[config.mk]
export PLATFORM = sky130hd
export DESIGN_NAME = jpeg_bitpacker
export DESIGN_NICKNAME = d
export VERILOG_FILES = /design/src/rtl/jpeg_enc_pkg.sv /design/src/rtl/jpeg_bitpacker.sv
export SDC_FILE = /design/constraint.sdc
export NUM_CORES = 1
export LEC_CHECK = 0
export CELL_PAD_IN_SITES_DETAIL_PLACEMENT = 0
export CELL_PAD_IN_SITES_GLOBAL_PLACEMENT = 1
export CORE_MARGIN = 5
export CORE_UTILIZATION = 30
export CTS_CLUSTER_SIZE = 12
export DETAILED_ROUTE_END_ITERATION = 10
export GPL_TIMING_DRIVEN = 0
export PLACE_DENSITY_LB_ADDON = 0.1
export SLEW_MARGIN = 0
export SYNTH_ARGS = -nofsm -noshare
export SYNTH_HDL_FRONTEND = slang
export SYNTH_SLANG_ARGS = --single-unit
[constraint.sdc]
create_clock -name clk_i -period 5.96 [get_ports clk_i]
set_input_delay 0.596 -clock clk_i [delete_from_list [all_inputs] [get_ports clk_i]]
set_output_delay 0.596 -clock clk_i [all_outputs]
set_load 0.02 [all_outputs]
[src/rtl/jpeg_enc_pkg.sv]
// Shared types and constants for the JPEG entropy-encoder output path.
package jpeg_enc_pkg;

  localparam int ACC_W   = 64;
  localparam int MAX_LEN = 32;

  localparam logic [7:0] MARKER_BYTE = 8'hFF;
  localparam logic [7:0] STUFF_BYTE  = 8'h00;

  typedef enum logic {
    S_RUN   = 1'b0,
    S_STUFF = 1'b1
  } state_t;

  // Codes longer than MAX_LEN are treated as exactly MAX_LEN bits.
  function automatic logic [6:0] clamp_len(input logic [5:0] len);
    return (len > 6'(MAX_LEN)) ? 7'(MAX_LEN) : {1'b0, len};
  endfunction

endpackage

[src/rtl/jpeg_bitpacker.sv]
// Packs right-aligned variable-length codes MSB-first into a byte stream,
// inserting 0x00 after every 0xFF and padding the final byte with 1s on flush.
module jpeg_bitpacker
  import jpeg_enc_pkg::*;
(
  input  logic        clk_i,
  input  logic        rst_ni,
  input  logic        img_start_i,
  input  logic        inport_valid_i,
  input  logic [31:0] inport_data_i,
  input  logic [5:0]  inport_len_i,
  input  logic        inport_flush_i,
  output logic        inport_accept_o,
  output logic        outport_valid_o,
  output logic [7:0]  outport_data_o,
  output logic        outport_last_o,
  input  logic        outport_accept_i
);

  logic [ACC_W-1:0] acc_q, acc_next, acc_pop, code;
  logic [6:0]       count_q, count_next, count_pop, len_eff, shamt;
  logic             flush_q, flush_next;
  state_t           st_q, st_next;
  logic             stuff_last_q, stuff_last_next;

  logic             run_valid, run_last, out_hs, push;
  logic [7:0]       run_byte;

  // Output side is a pure decode of registered state.
  always_comb begin
    run_valid = (count_q >= 7'd8) || (flush_q && (count_q != 7'd0));
    run_byte  = acc_q[ACC_W-1 -: 8] |
                ((count_q < 7'd8) ? (8'hFF >> count_q[2:0]) : 8'h00);
    run_last  = flush_q && (count_q <= 7'd8) && (run_byte != MARKER_BYTE);
  end

  assign outport_valid_o = (st_q == S_STUFF) || run_valid;
  assign outport_data_o  = (st_q == S_STUFF) ? STUFF_BYTE :
                           (run_valid ? run_byte : 8'h00);
  assign outport_last_o  = (st_q == S_STUFF) ? stuff_last_q : (run_valid && run_last);
  assign inport_accept_o = !flush_q && (count_q <= 7'(MAX_LEN));

  always_comb begin
    len_eff         = clamp_len(inport_len_i);
    code            = {32'h0, inport_data_i} & ((64'd1 << len_eff) - 64'd1);
    out_hs          = outport_valid_o && outport_accept_i;
    push            = inport_valid_i && inport_accept_o;

    acc_pop         = acc_q;
    count_pop       = count_q;
    flush_next      = flush_q;
    st_next         = st_q;
    stuff_last_next = stuff_last_q;

    if (st_q == S_RUN) begin
      if (out_hs) begin
        acc_pop   = acc_q << 8;
        count_pop = (count_q >= 7'd8) ? (count_q - 7'd8) : 7'd0;
        if (run_byte == MARKER_BYTE) begin
          st_next         = S_STUFF;
          stuff_last_next = flush_q && (count_q <= 7'd8);
        end else if (run_last) begin
          acc_pop    = '0;
          count_pop  = 7'd0;
          flush_next = 1'b0;
        end
      end else if (flush_q && (count_q == 7'd0)) begin
        // Flush of an empty buffer: nothing to emit, just retire it.
        flush_next = 1'b0;
      end
    end else if (out_hs) begin
      st_next = S_RUN;
      if (stuff_last_q) begin
        acc_pop         = '0;
        count_pop       = 7'd0;
        flush_next      = 1'b0;
        stuff_last_next = 1'b0;
      end
    end

    // New code lands immediately below the bits that survive this cycle's pop.
    shamt      = 7'd64 - count_pop - len_eff;
    acc_next   = acc_pop;
    count_next = count_pop;
    if (push) begin
      acc_next   = acc_pop | (code << shamt);
      count_next = count_pop + len_eff;
      if (inport_flush_i) begin
        flush_next = 1'b1;
      end
    end
  end

  always_ff @(posedge clk_i) begin
    if (!rst_ni || img_start_i) begin
      acc_q        <= '0;
      count_q      <= 7'd0;
      flush_q      <= 1'b0;
      st_q         <= S_RUN;
      stuff_last_q <= 1'b0;
    end else begin
      acc_q        <= acc_next;
      count_q      <= count_next;
      flush_q      <= flush_next;
      st_q         <= st_next;
      stuff_last_q <= stuff_last_next;
    end
  end

endmodule

; ---- Word level (Yosys, flattened, before mapping)
; Cells that the tools add are included.
[totals]
output_inout_bits = 11
input_bits = 44
elab_cells = 77
register_bits = 74
[classes]
n_reduce_logical = 17
addsub = 5
n_lt_le_gt_ge = 5
mux = 37
n_eq_ne = 2
n_shift = 3
bitwise_logic = 3
[ops]
columns = cell, count
row1 = $mux W64, 7
row2 = $and A32 B64 Y64, 1
row3 = $or A64 B64 Y64, 1
row4 = $shl A1 B6 Y64 const A, 1
row5 = $shl A64 B7 Y64, 1
row6 = $sub A64 B1 Y64 const B, 1
row7 = $mux W7, 8
row8 = $mux W8, 3
row9 = $mux W1, 18
row10 = $eq A8 B8 Y1 const B, 1
row11 = $logic_and A1 B1 Y1, 8
row12 = $ne A8 B8 Y1 const B, 1
row13 = $or A8 B8 Y8, 1
row14 = $shr A8 B3 Y8 const A, 1
row15 = $add A7 B6 Y7, 1
row16 = $ge A7 B4 Y1 const B, 1
row17 = $le A7 B4 Y1 const B, 1
row18 = $le A7 B6 Y1 const B, 1
row19 = $logic_not A7 Y1, 1
row20 = $lt A7 B4 Y1 const B, 1
row21 = $reduce_bool A7 Y1, 1
row22 = $sub A7 B4 Y7 const B, 1
row23 = $sub A7 B6 Y7, 1
row24 = $sub A7 B7 Y7 const A, 1
row25 = other kinds (6), 9

; ---- Logic depth before layout (Yosys ltp)
[depth]
ltp_word = 14
ltp_mapped = 24
ltp_nobuf = 22

; ---- Least setup slack after synthesis
; No wires, ideal clock.
[synth_timing]
path_kind = reg-to-reg
start = register count_q[4]
end = register acc_q[23]
arrival_time_ns = 4.848
synth_period_minus_slack_ns = 4.976
path_slack_ns = 0.984
setup_ns = 0.128
path_stages_with_launch = 23
required_ns = 5.832
cell_sequence = dfxtp_1 > inv_1 > ha_1 > nor3b_1 > nand2b_1 > a21oi_1 > or2_1 > clkbuf_1 > a21oi_1 > o21ai_1 > nand2_1 > inv_1 > ha_1 > inv_1 > ha_1 > fa_1 > xnor2_1 > clkbuf_1 > nor2_1 > a32oi_1 > o221ai_1 > a222oi_1 > nor2_1
[synth_via]
elab_chain_cells = 14
word_cells_on_any_way = 35
[synth_lines]
columns = item, line_no
row1 = start: declaration, jpeg_bitpacker.sv:21  ; logic [6:0] count_q, count_next, count_pop, len_eff, shamt;
row2 = start signal: assignment, jpeg_bitpacker.sv:103  ; count_q <= count_next;
row3 = $lt A7 B4 Y1, jpeg_bitpacker.sv:33  ; ((count_q < 7'd8) ? (8'hFF >> count_q[2:0]) : 8'h00);
row4 = $mux W8, jpeg_bitpacker.sv:33
row5 = $or A8 B8 Y8, jpeg_bitpacker.sv:32  ; run_byte = acc_q[ACC_W-1 -: 8] |
row6 = $ne A8 B8 Y1, jpeg_bitpacker.sv:34  ; run_last = flush_q && (count_q <= 7'd8) && (run_byte != MARKER_BYTE);
row7 = $logic_and A1 B1 Y1, jpeg_bitpacker.sv:34
row8 = $mux W7, jpeg_bitpacker.sv:62  ; end else if (run_last) begin
row9 = $mux W7, jpeg_bitpacker.sv:59  ; if (run_byte == MARKER_BYTE) begin
row10 = $mux W7, jpeg_bitpacker.sv:56  ; if (out_hs) begin
row11 = $mux W7, jpeg_bitpacker.sv:55  ; if (st_q == S_RUN) begin
row12 = $sub A7 B7 Y7, jpeg_bitpacker.sv:82  ; shamt = 7'd64 - count_pop - len_eff;
row13 = $sub A7 B6 Y7, jpeg_bitpacker.sv:82
row14 = $shl A64 B7 Y64, jpeg_bitpacker.sv:86  ; acc_next = acc_pop | (code << shamt);
row15 = $or A64 B64 Y64, jpeg_bitpacker.sv:86
row16 = $mux W64 (*), jpeg_bitpacker.sv:85  ; if (push) begin
row17 = end signal: assignment, jpeg_bitpacker.sv:102  ; acc_q <= acc_next;
row18 = end: declaration, jpeg_bitpacker.sv:20  ; logic [ACC_W-1:0] acc_q, acc_next, acc_pop, code;
; Every way passes the cells marked *; elsewhere a longest branch is shown, timed or not.
; A chain may end at the register's enable or synchronous reset.

; ---- Worst setup path after layout
[layout_timing]
start = register count_q[3]
end = register acc_q[59]
; The elaborated chain is that of the path after synthesis.

==> flow_metrics.tcl <==
set metrics [dict create \
    grt_max_degree 20 \
    cts_hold_buffers 0 \
    maxSlewViolCount 0 \
    fin_crit_ns 5.802 \
    hold_depth 2 \
    powerDensity_nw_per_um2 409.1 \
    grt_pass1_vias 9305 \
    htree_levels 3 \
    ff2ff_setup_slack_ns 0.16 \
    ys.flop_type "dfxtp_1" \
    groute.usage.overall_pct 26.76 \
    drv_cap 0 \
    critPathMaxFanout 10 \
    synth.net_count 1167 \
    setup_violations 0 \
    nets 1232 \
    min_to "acc_q[4]" \
    tightest_slew_ns 0.9410 \
    critPathRequiredTime_ns 6.22 \
    startpoint_type "flop" \
    synth_edf_count 0 \
    grt_overflow 0 \
    drt_iter0_markers 1199 \
    ys_async_sr_fraction_pct 0 \
    slew_headroom_pct 37.14 \
    fin_crit_sh_pct 97.34 \
    fp.dieH_um 171.8 \
    syn_to_final_growth_pct 20.11 \
    syn-cell-area_sq_um 7850 \
    diodes 0 \
    p_leak_uw 0.003144 \
    hp-start "acc_q[4]" \
    rr_endpoint "acc_q[59]" \
    tritoncts "done" \
    num_vias 9772 \
    wl_met3_mm 3.118 \
    synth_cell_types 96 \
    ios 55 \
    final_core_util_pct 36.39 \
    hold_viol 0 \
    ant_nets 0 \
    worstSetupPathType "reg2reg" \
    vias_per_cell 6.489 \
    hpwl_mm 32.17 \
    synthDominantCellAreaShare_pct 18.87 \
    wl_met2_mm 18.61 \
    routed_wl_mm 40.40 \
    ys_seq_area_share_pct 18.87 \
    cp-end-kind "flop" \
    syn-mean-instance-area_sq_um 7.130 \
    cp.arrival_ns 6.06 \
    layout_common_cells "nand2_1, nor2_1, dfxtp_1" \
    drt-pass1-iter-count 6 \
    synthTopCellsByArea "dfxtp_1, nand2_1, a21oi_1" \
    ir_worst_vdd_mv 0.2284 \
    initial_core_util_pct 30.30 \
    rows 59 \
    whs_ns 0.4632 \
    clock_latency_ns 0.35 \
    status "complete, no violations" \
    cts_buffers 9 \
    io_buffers 53 \
    clk_pin_slew_worst_paths_ns 0.07 \
    gp_congestion 0.9769 \
    top_layer "met4" \
    r2r-start "count_q[3]" \
    syn_inst 1101 \
    detail_route.wl_per_cell_um 26.82 \
    ys_seq_elements 74 \
    grt_first_pass_wirelength_mm 60.18 \
    die_area_sq_um 29500 \
    remaining_drc_errors 0 \
    clock.fmax_ghz 0.1724 \
    cts_sinks 74 \
    met1_length_mm 17.59 \
    drive_gt1_share_pct 11.53 \
    yosysWarnings 0 \
    die-width_um 171.8 \
    synth_top_area_cell "dfxtp_1" \
    core-area_sq_um 25910 \
    rsz0062_at_grt "yes" \
    cts_buffer_depth 2 \
    finClkSkew_ns 0.01734 \
    antenna_found_initial 0 \
    final_common_cell "nand2_1" \
    cts_root_buf "clkbuf_16" \
    total_power_uw 3858 \
    rr_worst_depth 18 \
    hp-class "reg2reg" \
]
[metal layers]
layer	GRT usage, %	vias up
met5	0.5017	-
met4	6.801	0
met3	3.769	74
met2	43.77	498
met1	37.13	4798
li1	-	4402
[Yosys cell counts (11+ instances only)]
| master | instances |
|---|---|
| a31oi_1 | 26 |
| nor3_1 | 30 |
| a211oi_1 | 20 |
| o22ai_1 | 21 |
| o21ai_0 | 50 |
| buf_2 | 13 |
| nand2_1 | 120 |
| a22oi_1 | 47 |
| a32oi_1 | 14 |
| or3_1 | 11 |
| mux2i_1 | 21 |
| o31ai_1 | 19 |
| nand4_1 | 13 |
| dfxtp_1 | 74 |
| nand3_1 | 52 |
| o221ai_1 | 11 |
| clkbuf_1 | 75 |
| a22o_1 | 15 |
| ha_1 | 19 |
| a21oi_1 | 72 |
| inv_1 | 35 |
| nor2_1 | 81 |
| nand2b_1 | 13 |
| o211ai_1 | 31 |
[cell type report]
| type | instances | area (sq um) |
|---|---|---|
| timing repair buffer | 59 | 575.6 |
| buffer | 99 | 470.5 |
| clock buffer | 10 | 229.0 |
| clock inverter | 6 | 88.84 |
| fill | 2792 | 16480 |
| inverter | 35 | 131.4 |
| multi-input combinational | 888 | 6033 |
| tap | 335 | 419.2 |
| sequential | 74 | 1481 |
[logic make-up (layout without fill, tap and decap cells)]
| family | Yosys count | count (layout) | synth area share [%] |
|---|---|---|---|
| xor gates and xnor gates | 10 | 10 | 1.116 |
| adders and majority gates | 23 | 23 | 3.921 |
| AOI/OAI and AO/OA | 440 | 440 | 40.28 |
| muxes | 31 | 31 | 4.479 |
| DFF | 74 | 74 | 18.87 |
| and+or+nand+nor | 384 | 384 | 23.91 |
| buffers and inverters | 139 | 209 | 7.427 |
[timing repair]
item,4_1_cts,5_1_grt
setup endpoints to repair,64,64
resized for setup,37,43
setup buffers,2,4
hold endpoints to repair,0,0
pin swaps,1,2
[worst max-delay path by stage]
stage,start,slack (ns),end,cells after the start
6_report,count_q[3],0.16,acc_q[59],18
5_1_grt,count_q[4],-0.08,acc_q[59],21
4_1_cts,count_q[3],0.01,acc_q[23],20
3_5_place_dp,count_q[3],-1.50,acc_q[59],19
3_3_place_gp,count_q[3],-1.65,acc_q[59],19
2_1_floorplan,count_q[4],0.98,acc_q[23],22
[worst max-delay path, cell delays in order, from the launching register on]
cell and delay [ns]:
dfxtp_1 0.37, inv_1 0.08, ha_1 0.23, or3b_1 0.39, buf_6 0.16, a221oi_4 0.37
a41o_1 0.31, a31oi_1 0.11, nor2b_1 0.33, inv_1 0.14, ha_1 0.40, fa_1 0.63
xnor2_4 0.42, clkbuf_2 0.38, clkbuf_2 0.34, nand3_1 0.12, o211ai_1 0.37, a22oi_1 0.31
o211ai_1 0.23
[stage by stage]
stage / instance area [sq um] / setup TNS, ns / setup slack (ns) / cells
4_1_cts: 9235 / 0 / 0.01020 / 1503
2_1_floorplan: 7850 / 0 / 0.9841 / 1101
3_5_place_dp: 8800 / -62.36 / -1.503 / 1489
3_3_place_gp: 8800 / -68.76 / -1.652 / 1489
6_report: 9429 / 0 / 0.1583 / 1506
5_1_grt: 9429 / -0.1651 / -0.07776 / 1506
[registers in the layout (all words and copies together), names as in the netlist]
signal,flops
acc_q,64
stuff_last_q,1
st_q,1
count_q,7
flush_q,1
[power breakdown]
| group | internal [uW] | switching, uW |
|---|---|---|
| Clock | 368 | 235 |
| Combinational | 811 | 1860 |
| Sequential | 543 | 41.8 |
| Total | 1720 | 2140 |
No activity file was read; power rests on OpenSTA's default activity.
